`src/rtl/conc_op_loader_pkg.sv`:
```
// Shared types for the concatenation-operator front end: FSM encoding and the
// operand bundle layout consumed by the operator stage and its benches.
package conc_op_loader_pkg;

    localparam int unsigned A_W               = 4;
    localparam int unsigned B_W               = 4;
    localparam int unsigned C_W               = 8;
    localparam int unsigned NIBBLES_PER_FRAME = 5;

    typedef enum logic [2:0] {
        S_A    = 3'd0,
        S_B    = 3'd1,
        S_CH   = 3'd2,
        S_CL   = 3'd3,
        S_INV  = 3'd4,
        S_HOLD = 3'd5
    } state_e;

    typedef struct packed {
        logic [A_W-1:0] a;
        logic [B_W-1:0] b;
        logic [C_W-1:0] c;
        logic           inv;
    } operand_t;

    localparam operand_t OPERAND_RESET = '{a: 4'h0, b: 4'h0, c: 8'h00, inv: 1'b0};

endpackage

```
`src/rtl/conc_op_loader.sv`:
```
// Assembles 5-nibble frames into an operand bundle (a, b, c, inv) and holds it
// on a valid/ready interface until the operator stage takes it.
module conc_op_loader
    import conc_op_loader_pkg::*;
#(
    parameter int unsigned FRAME_CNT_W = 8,
    parameter int unsigned INV_CHECK   = 1
) (
    input  logic                   clk,
    input  logic                   rst_n,
    input  logic                   clr,
    input  logic                   in_valid,
    input  logic [3:0]             in_data,
    output logic                   in_ready,
    output logic                   out_valid,
    input  logic                   out_ready,
    output logic [3:0]             a,
    output logic [3:0]             b,
    output logic [7:0]             c,
    output logic                   inv,
    output logic [FRAME_CNT_W-1:0] frame_cnt,
    output logic                   err
);

    localparam logic [FRAME_CNT_W-1:0] CNT_ONE = {{(FRAME_CNT_W-1){1'b0}}, 1'b1};

    state_e                 state_q,     state_d;
    operand_t               bundle_q,    bundle_d;
    logic                   out_valid_q, out_valid_d;
    logic [FRAME_CNT_W-1:0] frame_cnt_q, frame_cnt_d;
    logic                   err_q,       err_d;
    logic                   nib_acc_s;
    logic                   inv_bad_s;

    // in_ready must drop in the same cycle the FSM enters hold, so it is decoded from state
    assign in_ready  = (state_q != S_HOLD);
    assign nib_acc_s = in_valid & in_ready;
    assign inv_bad_s = (INV_CHECK != 32'd0) && (in_data[3:1] != 3'b000);

    // Next-state and datapath capture; clr wins over any nibble or downstream accept
    always_comb begin
        state_d     = state_q;
        bundle_d    = bundle_q;
        out_valid_d = out_valid_q;
        frame_cnt_d = frame_cnt_q;
        err_d       = err_q;
        if (clr) begin
            state_d     = S_A;
            out_valid_d = 1'b0;
        end else if (state_q == S_HOLD) begin
            if (out_valid_q && out_ready) begin
                out_valid_d = 1'b0;
                frame_cnt_d = frame_cnt_q + CNT_ONE;
                state_d     = S_A;
            end else begin
                out_valid_d = out_valid_q;
            end
        end else if (nib_acc_s) begin
            case (state_q)
                S_A: begin
                    bundle_d.a = in_data;
                    state_d    = S_B;
                end
                S_B: begin
                    bundle_d.b = in_data;
                    state_d    = S_CH;
                end
                S_CH: begin
                    bundle_d.c[7:4] = in_data;
                    state_d         = S_CL;
                end
                S_CL: begin
                    bundle_d.c[3:0] = in_data;
                    state_d         = S_INV;
                end
                S_INV: begin
                    // A malformed inv nibble is flagged but the frame is still delivered
                    bundle_d.inv = in_data[0];
                    out_valid_d  = 1'b1;
                    state_d      = S_HOLD;
                    if (inv_bad_s) begin
                        err_d = 1'b1;
                    end else begin
                        err_d = err_q;
                    end
                end
                default: begin
                    state_d = S_A;
                end
            endcase
        end else begin
            state_d = state_q;
        end
    end

    // State and output registers with asynchronous reset
    always_ff @(posedge clk or negedge rst_n) begin
        if (!rst_n) begin
            state_q     <= S_A;
            bundle_q    <= OPERAND_RESET;
            out_valid_q <= 1'b0;
            frame_cnt_q <= '0;
            err_q       <= 1'b0;
        end else begin
            state_q     <= state_d;
            bundle_q    <= bundle_d;
            out_valid_q <= out_valid_d;
            frame_cnt_q <= frame_cnt_d;
            err_q       <= err_d;
        end
    end

    assign a         = bundle_q.a;
    assign b         = bundle_q.b;
    assign c         = bundle_q.c;
    assign inv       = bundle_q.inv;
    assign out_valid = out_valid_q;
    assign frame_cnt = frame_cnt_q;
    assign err       = err_q;

endmodule

```
`config.mk`:
```
export PLATFORM = sky130hd
export DESIGN_NAME = conc_op_loader
export DESIGN_NICKNAME = d
export VERILOG_FILES = /design/src/rtl/conc_op_loader_pkg.sv /design/src/rtl/conc_op_loader.sv
export SDC_FILE = /design/constraint.sdc
export NUM_CORES = 1
export LEC_CHECK = 0
export ABC_CLOCK_PERIOD_IN_PS = 1200
export BUFFER_PORTS_ARGS = -buffer_cell sky130_fd_sc_hd__buf_4
export CORE_MARGIN = 2
export CORE_UTILIZATION = 48
export CTS_BUF_LIST = sky130_fd_sc_hd__clkbuf_8
export DETAILED_ROUTE_END_ITERATION = 7
export MAX_ROUTING_LAYER = met4
export PLACE_DENSITY = 0.75
export RECOVER_POWER = 100
export SLEW_MARGIN = 25
export SYNTH_ARGS = -nofsm -noshare
export SYNTH_HDL_FRONTEND = slang
export SYNTH_SLANG_ARGS = --single-unit
```
`constraint.sdc`:
```
create_clock -name clk -period 1.2 [get_ports clk]
set_input_delay 0.06 -clock clk [delete_from_list [all_inputs] [get_ports clk]]
set_output_delay 0.06 -clock clk [all_outputs]
set_load 0.005 [all_outputs]
```
==> results_dict.tcl <==
set metrics [dict create \
    fin_crit_sh_pct 122 \
    worstPathRequired_ps 1400 \
    top_layer_used "met4" \
    first_iter_violations 46 \
    clk_pin_slew_ps 70 \
    vias_per_cell 5.36 \
    hold_path_depth 2 \
    worst_slew_margin_rel_pct 50.4 \
    ys_async_sr_fraction_pct 100 \
    wl_per_cell_um 18.5 \
    antenna_found_initial 0 \
    synth_edf_count 0 \
    tightest_slew_ps 745 \
    pin_count 37 \
    synth_cell_types 30 \
    synth_top_cell_by_area "dfrtp_1" \
    crit_type "reg2reg" \
    vias 1130 \
    grt_max_degree 31 \
    hpwl_mm 2.15 \
    cts-root-buf "clkbuf_8" \
    worst_setup_path_start_kind "flip-flop" \
    yosys_warnings 0 \
    syn-cell-area_mm2 0.00137 \
    wirelength_mm 3.91 \
    cts-buffers-inserted 5 \
    crit_top_cell "buf_4" \
    max_freq_ghz 0.681 \
    fin_cells 211 \
    p_leak_nw 1.14 \
    dieHeight_um 57.5 \
    num_rows 19 \
    worstHoldEndpoint "state_q[1]$_DFFE_PN0P_" \
    nets 189 \
    arrival_ps 1670 \
    syn_nets 115 \
    yosysTopAreaCellShare_pct 54.6 \
    utilization_pct 82.9 \
    final_common_cell "buf_4" \
    numPortBuffers 36 \
    syn_avg_cell_area_um2 13.1 \
    final_cell_mix "buf_4 (29), dfrtp_1 (27), clkbuf_4 (21)" \
    worstHoldStart "clr" \
    gr-usage-all-layers_pct 22.9 \
    max_cap_violations 0 \
    ys_seq_elements 30 \
    hold_viol 0 \
    fillers 151 \
    wl_met3_um 174 \
    gp_congestion 0.773 \
    grt_pass1_wl_mm 5.48 \
    crit_chain "buf_4 > buf_6 > nand4b_4 > buf_4 > nor3_2 > xor2_1" \
    r2r_end "frame_cnt[2]$_DFFE_PN0P_" \
    seq_area_um2 754 \
    drive_gt1_share_pct 68.9 \
    clock_path_buffers 2 \
    outcome "finished with violations" \
    r2r-start "state_q[0]$_DFFE_PN0P_" \
    dp_cells 183 \
    grt_setup_unrepaired "yes" \
    synthTopCellsByArea "dfrtp_1 (55%), mux2_2 (15%), xor2_1 (4.5%), nand2_1 (1.9%), nand3_1 (1.8%)" \
    drc 0 \
    core_mm2 0.00273 \
    grt_pass1_vias 1129 \
    cp-startpoint "state_q[0]$_DFFE_PN0P_" \
    clkSinkCount 30 \
    worst_slack_ps -269 \
    start_util_pct 50.3 \
    antenna_cells 0 \
    die_w_um 57.5 \
    antenna_left 0 \
    r2r_slack_ps -270 \
    dieArea_mm2 0.00331 \
    clock_skew_ps 9.06 \
    power_density_mw_per_mm2 1300 \
    slowest_stage "dfrtp_2" \
    layout_min_cycle_time_ps 1470 \
    final_max_slew_viol_count 0 \
    synth_seq_area_share_pct 54.6 \
    multi_input_comb_area_um2 802 \
    setup_viol 31 \
    dr.pass1.iters 4 \
    htreeDepth 2 \
    max_stage_delay_ps 410 \
    synthCells 105 \
    worstHoldPathType "in2reg" \
    worstPathMaxFanout 6 \
    worstSkewPairLatency_ps 290 \
    worstRegToRegCells 6 \
    cts_tree "yes" \
    met1_length_mm 1.59 \
    route.met2.wl_mm 2.06 \
    overflow 0 \
    syn_to_final_growth_pct 64.9 \
    endpoint_kind "flip-flop" \
    synthFlopType "dfrtp_1" \
    violations "setup timing" \
    peakVddDrop_mv 1.48 \
]
==> synthesized netlist by cell type (2+ instances only) <==
| cell type | count |
|---|---|
| nand3b_1 | 2 |
| nand2_1 | 7 |
| xor2_1 | 7 |
| a21oi_1 | 2 |
| buf_4 | 2 |
| dfrtp_1 | 30 |
| and2b_1 | 2 |
| nor3_1 | 4 |
| nor4_1 | 3 |
| inv_1 | 2 |
| nand3_1 | 5 |
| buf_6 | 2 |
| nor2_1 | 3 |
| mux2_2 | 18 |
==> worst max path at each step <==
stage / depth (start not counted) / slack [ps] / end
6_report: 6 / -270 / frame_cnt[2]$_DFFE_PN0P_
2_1_floorplan: 3 / -120 / b[0]$_DFFE_PN0P_
3_3_place_gp: 3 / -220 / a[2]$_DFFE_PN0P_
5_1_grt: 5 / -310 / b[2]$_DFFE_PN0P_
3_5_place_dp: 3 / -280 / a[2]$_DFFE_PN0P_
4_1_cts: 3 / -270 / a[2]$_DFFE_PN0P_
==> worst max-delay path, delay by kind of cell, from the launching register on <==
kind	cells	cell delay, ps
buffers and inverters	3	440
flip-flops	1	410
AND/OR/NAND/NOR	2	340
XOR/XNOR	1	190
==> report_power, final <==
group / internal (mW) / total [mW] / switching (mW)
clock: 0.460 / 0.855 / 0.395
combinational: 0.471 / 0.760 / 0.289
sequential: 1.20 / 1.33 / 0.128
total: 2.13 / 2.95 / 0.812
==> registers in the layout (all words and copies together) (netlist names) <==
register / cells
b: 4
c: 8
a: 4
err: 1
state_q: 3
out_valid: 1
frame_cnt: 8
inv: 1
==> metal layers <==
layer  vias to the layer above  GRT usage [%]
met5                         -              -
met4                         0           7.64
met3                        10           6.35
met2                        29           34.1
met1                       565           30.4
li1                        526              -
==> stage by stage <==
step / setup TNS (ps) / instance area [um^2] / total power, mW / hold slack, ps / setup WS, ps
2_1_floorplan: -1680 / 1390 / 1.57 / -236 / -122
3_3_place_gp: -3030 / 1770 / 1.95 / 3.26 / -218
3_5_place_dp: -4240 / 1770 / 1.98 / 7.76 / -279
4_1_cts: -4510 / 2060 / 2.89 / 10.9 / -266
5_1_grt: -7960 / 2270 / 3.08 / 41.1 / -313
6_report: -6520 / 2270 / 2.95 / 39.0 / -269
==> timing repair <==
action                     CTS  global route
pin swaps                   14            18
setup endpoints to repair   31            31
gates resized for setup     31            35
setup buffers                9            12
hold endpoints to repair    30             0
hold buffers                 1             0
==> logic make-up (layout without fill, tap and decap cells) <==
kind of cell / Yosys count / in the layout / share of synthesized area (%)
multiplexers: 18 / 18 / 14.8
adder cells (fa/ha/maj): 1 / 1 / 0.911
AND/OR/NAND/NOR: 35 / 35 / 17.9
AO/OA/AOI/OAI: 8 / 8 / 4.01
flip-flops: 30 / 30 / 54.6
XOR/XNOR: 7 / 7 / 4.46
buffers and inverters: 6 / 81 / 3.28
==> final cells by class <==
cell class | count | area share, %
Inverter | 2 | 0.331
Clock buffer | 6 | 3.64
Timing Repair Buffer | 71 | 25.1
Sequential cell | 30 | 33.3
Clock inverter | 2 | 0.552
Multi-Input combinational cell | 69 | 35.4
Tap cell | 31 | 1.71
Power figures use the tool's default switching activity.
